===== src/rtl/move_reg_bank.sv =====
// move_reg_bank: move-based register bank for the 16-bit datapath.
// Each accepted command copies one word from a source address to a
// destination address through a two-stage pipeline:
//   S1 holds the captured command and reads its source (with S2 forwarding),
//   S2 holds the read data and commits it at the following edge.
// A read of ALU_ANS waits in S1 until the external ALU result reflects the
// most recent operand writes (pending S2 write to X/Y, or ans_wait != 0).
module move_reg_bank #(
    parameter int DATA_W  = 16,
    parameter int ADDR_W  = 4,
    parameter int N_GPR   = 8,
    parameter int ALU_LAT = 0
) (
    input  logic              clk,
    input  logic              rst,
    input  logic              mv_valid,
    output logic              mv_ready,
    input  logic [ADDR_W-1:0] from_addr,
    input  logic [ADDR_W-1:0] to_addr,
    input  logic [DATA_W-1:0] input_reg,
    input  logic [DATA_W-1:0] alu_ans,
    output logic [DATA_W-1:0] alu_x,
    output logic [DATA_W-1:0] alu_y,
    output logic [DATA_W-1:0] out_reg,
    output logic              busy,
    output logic              err,
    input  logic              err_clr
);

    localparam int N_ADDR = 6 + N_GPR;
    localparam int WAIT_W = (ALU_LAT > 0) ? $clog2(ALU_LAT + 1) : 1;

    localparam logic [ADDR_W:0]   N_ADDR_L  = (ADDR_W + 1)'(N_ADDR);
    localparam logic [ADDR_W-1:0] A_ZERO    = ADDR_W'(0);
    localparam logic [ADDR_W-1:0] A_INPUT   = ADDR_W'(1);
    localparam logic [ADDR_W-1:0] A_ALU_X   = ADDR_W'(2);
    localparam logic [ADDR_W-1:0] A_ALU_Y   = ADDR_W'(3);
    localparam logic [ADDR_W-1:0] A_ALU_ANS = ADDR_W'(4);
    localparam logic [ADDR_W-1:0] A_OUT     = ADDR_W'(5);
    localparam logic [WAIT_W-1:0] WAIT_LOAD = WAIT_W'(ALU_LAT);

    // Stage S1: captured command
    logic              s1_valid_q, s1_valid_d;
    logic [ADDR_W-1:0] s1_from_q, s1_from_d;
    logic [ADDR_W-1:0] s1_to_q, s1_to_d;

    // Stage S2: pending write (s2_we_q is cleared for illegal commands)
    logic              s2_valid_q, s2_valid_d;
    logic              s2_we_q, s2_we_d;
    logic [ADDR_W-1:0] s2_to_q, s2_to_d;
    logic [DATA_W-1:0] s2_data_q, s2_data_d;

    // Architectural registers
    logic [DATA_W-1:0] alu_x_q, alu_x_d;
    logic [DATA_W-1:0] alu_y_q, alu_y_d;
    logic [DATA_W-1:0] out_q, out_d;
    logic [DATA_W-1:0] gpr_q [N_GPR];
    logic [DATA_W-1:0] gpr_d [N_GPR];

    logic [WAIT_W-1:0] ans_wait_q, ans_wait_d;
    logic              err_q, err_d;

    logic              s1_legal;
    logic              stall;
    logic              accept;
    logic [DATA_W-1:0] rd_data;

    function automatic logic in_range(input logic [ADDR_W-1:0] a);
        return {1'b0, a} < N_ADDR_L;
    endfunction

    // Legality of the command in S1 and the ALU_ANS read-after-write stall
    always_comb begin
        s1_legal = in_range(s1_from_q) && in_range(s1_to_q) &&
                   (s1_to_q != A_ZERO) && (s1_to_q != A_INPUT) &&
                   (s1_to_q != A_ALU_ANS);
        stall    = s1_valid_q && (s1_from_q == A_ALU_ANS) &&
                   ((s2_valid_q && ((s2_to_q == A_ALU_X) || (s2_to_q == A_ALU_Y))) ||
                    (ans_wait_q != '0));
    end

    assign mv_ready = !stall;
    assign accept   = mv_valid && mv_ready;

    // Source read for S1; S2's pending write overrides the stale register value
    always_comb begin
        // NOTE: every signal assigned here gets a default first, so no path leaves it unassigned and no latch is inferred.
        rd_data = '0;
        case (s1_from_q)
            A_ZERO:    rd_data = '0;
            A_INPUT:   rd_data = input_reg;
            A_ALU_X:   rd_data = alu_x_q;
            A_ALU_Y:   rd_data = alu_y_q;
            A_ALU_ANS: rd_data = alu_ans;
            A_OUT:     rd_data = out_q;
            default: begin
                for (int i = 0; i < N_GPR; i++) begin
                    if (s1_from_q == ADDR_W'(6 + i)) rd_data = gpr_q[i];
                end
            end
        endcase
        if (s2_we_q && (s2_to_q == s1_from_q)) rd_data = s2_data_q;
    end

    // Pipeline advance: S1 holds on stall and a bubble enters S2
    always_comb begin
        s1_valid_d = s1_valid_q;
        s1_from_d  = s1_from_q;
        s1_to_d    = s1_to_q;
        if (!stall) begin
            s1_valid_d = accept;
            if (accept) begin
                s1_from_d = from_addr;
                s1_to_d   = to_addr;
            end
        end
        s2_valid_d = s1_valid_q && !stall;
        s2_we_d    = s2_valid_d && s1_legal;
        s2_to_d    = s1_to_q;
        s2_data_d  = rd_data;
    end

    // Commit of S2's write, ALU settle counter and sticky error flag
    always_comb begin
        alu_x_d = alu_x_q;
        alu_y_d = alu_y_q;
        out_d   = out_q;
        gpr_d   = gpr_q;
        if (s2_we_q) begin
            case (s2_to_q)
                A_ALU_X: alu_x_d = s2_data_q;
                A_ALU_Y: alu_y_d = s2_data_q;
                A_OUT:   out_d   = s2_data_q;
                default: begin
                    for (int i = 0; i < N_GPR; i++) begin
                        if (s2_to_q == ADDR_W'(6 + i)) gpr_d[i] = s2_data_q;
                    end
                end
            endcase
        end

        if (s2_we_q && ((s2_to_q == A_ALU_X) || (s2_to_q == A_ALU_Y))) begin
            ans_wait_d = WAIT_LOAD;
        end else if (ans_wait_q != '0) begin
            ans_wait_d = ans_wait_q - WAIT_W'(1);
        end else begin
            ans_wait_d = ans_wait_q;
        end

        // An illegal command entering S2 sets err; that beats a same-cycle clear.
        err_d = err_q && !err_clr;
        if (s2_valid_d && !s1_legal) err_d = 1'b1;
    end

    // State registers
    always_ff @(posedge clk or posedge rst) begin
        if (rst) begin
            s1_valid_q <= 1'b0;
            s1_from_q  <= '0;
            s1_to_q    <= '0;
            s2_valid_q <= 1'b0;
            s2_we_q    <= 1'b0;
            s2_to_q    <= '0;
            s2_data_q  <= '0;
            alu_x_q    <= '0;
            alu_y_q    <= '0;
            out_q      <= '0;
            // NOTE: the GPR array is a small flop bank that must read 0 after reset, so it is reset like any other register rather than left as uninitialised RAM.
            gpr_q      <= '{default: '0};
            ans_wait_q <= '0;
            err_q      <= 1'b0;
        end else begin
            // NOTE: non-blocking assignments here so every flop samples pre-edge values, independent of statement order.
            s1_valid_q <= s1_valid_d;
            s1_from_q  <= s1_from_d;
            s1_to_q    <= s1_to_d;
            s2_valid_q <= s2_valid_d;
            s2_we_q    <= s2_we_d;
            s2_to_q    <= s2_to_d;
            s2_data_q  <= s2_data_d;
            alu_x_q    <= alu_x_d;
            alu_y_q    <= alu_y_d;
            out_q      <= out_d;
            gpr_q      <= gpr_d;
            ans_wait_q <= ans_wait_d;
            err_q      <= err_d;
        end
    end

    assign alu_x   = alu_x_q;
    assign alu_y   = alu_y_q;
    assign out_reg = out_q;
    assign err     = err_q;
    assign busy    = s1_valid_q || s2_valid_q || (ans_wait_q != '0);

endmodule


===== config.mk =====
export PLATFORM = sky130hd
export DESIGN_NAME = move_reg_bank
export DESIGN_NICKNAME = d
export VERILOG_FILES = /design/src/rtl/move_reg_bank.sv
export SDC_FILE = /design/constraint.sdc
export NUM_CORES = 1
export LEC_CHECK = 0
export ABC_AREA = 1
export BUFFER_PORTS_ARGS = -buffer_cell sky130_fd_sc_hd__buf_2
export CAP_MARGIN = 20
export CORE_UTILIZATION = 40
export CTS_CLUSTER_DIAMETER = 80
export DETAILED_ROUTE_END_ITERATION = 10
export PLACE_DENSITY_LB_ADDON = 0.08
export SLEW_MARGIN = 15
export SYNTH_ARGS = -nofsm -noshare
export SYNTH_HDL_FRONTEND = slang
export SYNTH_SLANG_ARGS = --single-unit
export TNS_END_PERCENT = 100

===== constraint.sdc =====
create_clock -name clk -period 6.31 [get_ports clk]
set_input_delay 0.9465 -clock clk [delete_from_list [all_inputs] [get_ports clk]]
set_output_delay 0.9465 -clock clk [all_outputs]
set_load 0.01 [all_outputs]

* Word-level counts from Yosys, hierarchy flattened
Cells that the tools add are included.
** Storage, ports and cells
- Flip-flop bits (word level) :: 209
- Output and inout bits :: 51
- Logic and storage cells :: 100
** Operators by class
- Add/sub/neg operators :: 1
- Magnitude comparators :: 2
- Equal/unequal tests :: 27
- Mux-type cells :: 12
- Bitwise logic cells :: 2
- Reductions and logical operators :: 36
** Operators by type and width (count)
- $mux 16 :: 8
- $pmux 16 s6 :: 1
- $eq 4x4->1 const B :: 12
- $eq 4x3->1 const B :: 7
- $reduce_and 3->1 :: 8
- $eq 4x2->1 const B :: 4
- $logic_and 1x1->1 :: 14
- $lt 4x4->1 const B :: 2
- $reduce_and 2->1 :: 4
- $eq 4x1->1 const B :: 1
- $eq 4x4->1 :: 1
- $logic_not 4->1 :: 1
- $logic_or 1x1->1 :: 4
- $ne 4x1->1 const B :: 1
- $ne 4x3->1 const B :: 1
- $reduce_bool 4->1 :: 1
- $logic_not 1->1 :: 3
- $mux 1 :: 3
- $reduce_or 3->1 :: 1
- $not 1->1 :: 2
- $sub 1x1->1 const B :: 1

* Logic depth before layout (Yosys ltp)
- Word-level depth :: 10
- Gate-level depth with buffers :: 12
- Depth with buffers taken out :: 11

* Worst setup path after synthesis
OpenSTA, ideal clock, no wires.
- Path kind :: flip-flop to output port
- Start :: register s1_from_q[1]
- End :: output port mv_ready
- Data arrival time :: 1.037 ns
- Required time :: 5.364 ns
- Slack :: 4.327 ns
- Stages on the path, launching flop included :: 6
- Cells stage by stage :: dfrtp_1 buf_4 nor2_2 nand2_1 inv_2 nand4_4
** On the way
- Word-level cells in the longest chain between the ends :: 4
** Ends and longest elaborated chain
- from (decl) :: RTL line 44 : logic [ADDR_W-1:0] s1_from_q, s1_from_d;
- from (signal assigned) :: RTL line 175 : s1_from_q <= s1_from_d;
- $eq 4x3->1 :: RTL line 77 : stall = s1_valid_q && (s1_from_q == A_ALU_ANS) &&
- $logic_and 1x1->1 (2 in series) :: RTL line 77
- $logic_not 1->1 :: RTL line 82 : assign mv_ready = !stall;
- to (decl) :: RTL line 17 : output logic mv_ready,
Every way passes these cells.

* Worst setup path in the final report
Same ends and word-level chain as after synthesis.

==> run_results.csv <==
group,metric,value,unit
die,die-height,156,um
pwr,combPwrFrac,0.186,
timing,period_minus_slack,3670,ps
cells_and_area,nNetsFinal,1246,
pwr,leakage,5.13,nW
cts,h-tree-depth,1,
die,die-area,0.0242,sq mm
route,first_iter_violations,675,
worst_hold_path,whs_path_depth,0,
die,start_util,0.412,
cts,clk_latency,510,ps
timing,grt_setup_unrepaired,"no",
synthesis,ys_warn_count,0,
pwr,p_seq_frac,0.465,
setup_path,worstReg2RegStart,"s1_from_q[1]$_DFFE_PP0P_",
cells_and_area,final_area,0.0110,sq mm
cells_and_area,largest-register,"gpr_q",
setup_path,arrival,2720,ps
synthesis,synth_ff_type,"dfrtp_1",
grt,track_usage,0.251,
timing,tns,0,ps
setup_path,critPathLaunchType,"register",
route,ant_nets,0,
cells_and_area,fill_cells,2276,
synthesis,synth_nets,1180,
die,std_cell_rows,55,
cts,cts_buffers,24,
timing,holdWs,405,ps
setup_path,r2r_cells,7,
synthesis,synth_area,0.00944,sq mm
die,floorplan.io_pins,95,
cts,clk_pin_slew,60,ps
synthesis,ys_top_cells_by_area,"dfrtp_1, nand2_1, o21ai_0",
cts,cts_setup_buffers,0,
cts,root_buffer,"clkbuf_16",
die,core-area,0.0229,sq mm
setup_path,end_kind,"output port",
synthesis,async_flop_share,1.00,
cells_and_area,n_antenna_cell,0,
timing,fmax,273,MHz
pwr,netSwitchingPower,1.29,mW
setup_path,path_max_fanout,17,
pwr,p_total,4.12,mW
placed_design,dpl.hpwl,19300,um
cells_and_area,fin_cells,1533,
cells_and_area,area_growth,16.4,%
route,wirelength,29400,um
die,die_w,156,um
timing,tightest_slew,1010,ps
route,vias,8004,
synthesis,synth_area_per_cell,8.31,sq um
route,drc,0,
synthesis,netlist_top_cells_count,"nand2_1, dfrtp_1, o21ai_0",
placed_design,place_congestion,0.808,
pwr,p_per_area,375,mW/mm^2
synthesis,synth_top_area_cell,"dfrtp_1",
cells_and_area,seqCellArea,0.00520,sq mm
timing,finClkSkew,8.19,ps
cts,ctsResizeCount,0,
cells_and_area,multiInputGateArea,0.00368,sq mm
setup_path,r2r-end,"s2_data_q[15]$_DFFE_PP0N_",
grt,gr-total-overflow,0,
setup_path,required,5360,ps
grt,grt_max_degree,123,
placed_design,dpl-instance-area,0.0101,sq mm
synthesis,synth-edff-count,0,
synthesis,synth-seq-cells,208,
grt,first_global_vias,7779,
placed_design,dp.cells,1488,
cts,cts.sinks,208,
worst_hold_path,min_to,"s2_to_q[0]$_DFF_PP0_",
pwr,clock_power_share,0.350,
cts,cts_buffer_depth,3,
timing,finalSetupViolations,0,
cts,cts_hold_buf,0,
timing,drv_slew,0,
status,status,"complete, no violations",
route,drtPass1Iterations,5,
synthesis,synth_most_common_cell,"nand2_1",
synthesis,yosysUniqueCellTypes,30,
worst_hold_path,hold_start,"s1_to_q[0]$_DFFE_PP0P_",
route,routed_via_density,5.22,
pwr,ir_drop,0.000175,V
cells_and_area,drive_gt1_frac,0.149,
flow_run,maxCapViolCount,0,
synthesis,yosysTopAreaCellShare,0.551,
timing,relSlewSlack,0.323,
synthesis,postSynthCellCount,1136,
synthesis,seq_area_frac_synth,0.551,
setup_path,crit_type,"register to output port",
pwr,switching_share,0.313,
timing,finalCritPeriodShare,0.582,
setup_path,ff2ff_setup_slack,3620,ps
timing,hold_viol,0,
grt,grt_pass1_wl,46300,um
worst_hold_path,hold_path.class,"register to register",
route,wl_per_cell,19.2,um
placed_design,portBuffers,94,
pwr,p_int,2.83,mW
grt,antenna_found_initial,0,
cells_and_area,largest_register_ffs,128,
cts,cts_tree,"built",
-- per-layer routing --
metal / track usage / up-vias / wire length, um
met3: 0.0378 / 30 / 1860
met5: 0 / - / 0
met4: 0.0616 / 0 / 476
met1: 0.374 / 3813 / 14400
li1: - / 3883 / -
met2: 0.381 / 278 / 12700
-- area by class of cell --
type                       count  share of cell area
clock buffer                  36              0.0671
clock inverter                 8             0.00820
inverter                      72              0.0249
multi-input combinational    789               0.335
sequential                   208               0.474
tap                          313              0.0356
timing repair buffer         107              0.0557
-- worst max path at each step --
stage                                   startpoint                   end  slack, ps
final                     s1_from_q[1]$_DFFE_PP0P_              mv_ready       2640
after global routing      s1_from_q[1]$_DFFE_PP0P_              mv_ready       2550
after detailed placement  s1_from_q[1]$_DFFE_PP0P_              mv_ready       3190
after CTS                 s1_from_q[1]$_DFFE_PP0P_              mv_ready       2660
after floorplan                                rst  alu_x[0]$_DFFE_PP0P_       2660
after global placement    s1_from_q[1]$_DFFE_PP0P_              mv_ready       3220
-- metrics by stage --
stage | util | setup slack (ps)
floorplan | - | 2660
global placement | 0.440 | 3220
detailed placement | 0.442 | 3190
CTS | 0.478 | 2660
global route | 0.479 | 2550
finish | 0.479 | 2640
-- logic make-up (layout without fill, tap and decap cells) --
family,count (synthesis),count (layout),synth area share
simple gates,565,565,0.264
xor+xnor,1,1,0.000928
mux,2,2,0.00238
buf+inv,139,223,0.0632
flops,208,208,0.551
compound gates,221,221,0.118
-- power by group through the flow --
stage,Sequential (mW),Combinational [mW],Clock [mW]
2_1_floorplan,1.90,0.469,0
3_3_place_gp,1.93,0.752,0
3_5_place_dp,1.93,0.767,0
4_1_cts,1.91,0.767,1.46
5_1_grt,1.96,0.872,1.52
6_report,1.91,0.765,1.44
-- cells in the final DEF, fill, tap and decap left out, drive strengths merged --
cell and instances:
nor2 116, dfrtp 208, clkinv 6, o221ai 1, clkinvlp 1, inv 71
or2 12, xnor2 1, clkbuf 36, o21ai 151, o2111ai 1, nand4 32
a21oi 68, mux2 2, nor3 9, buf 107, nand2 265, bufinv 2
and3 1, nand3 130
-- critical path, stage by stage (launching register included) --
cell     delay (ps)
dfrtp_1         540
nor2_2          790
nand2_1         160
inv_2           360
nand4_4         180
buf_2           190
Note: power is estimated with default switching activity, not from simulation.
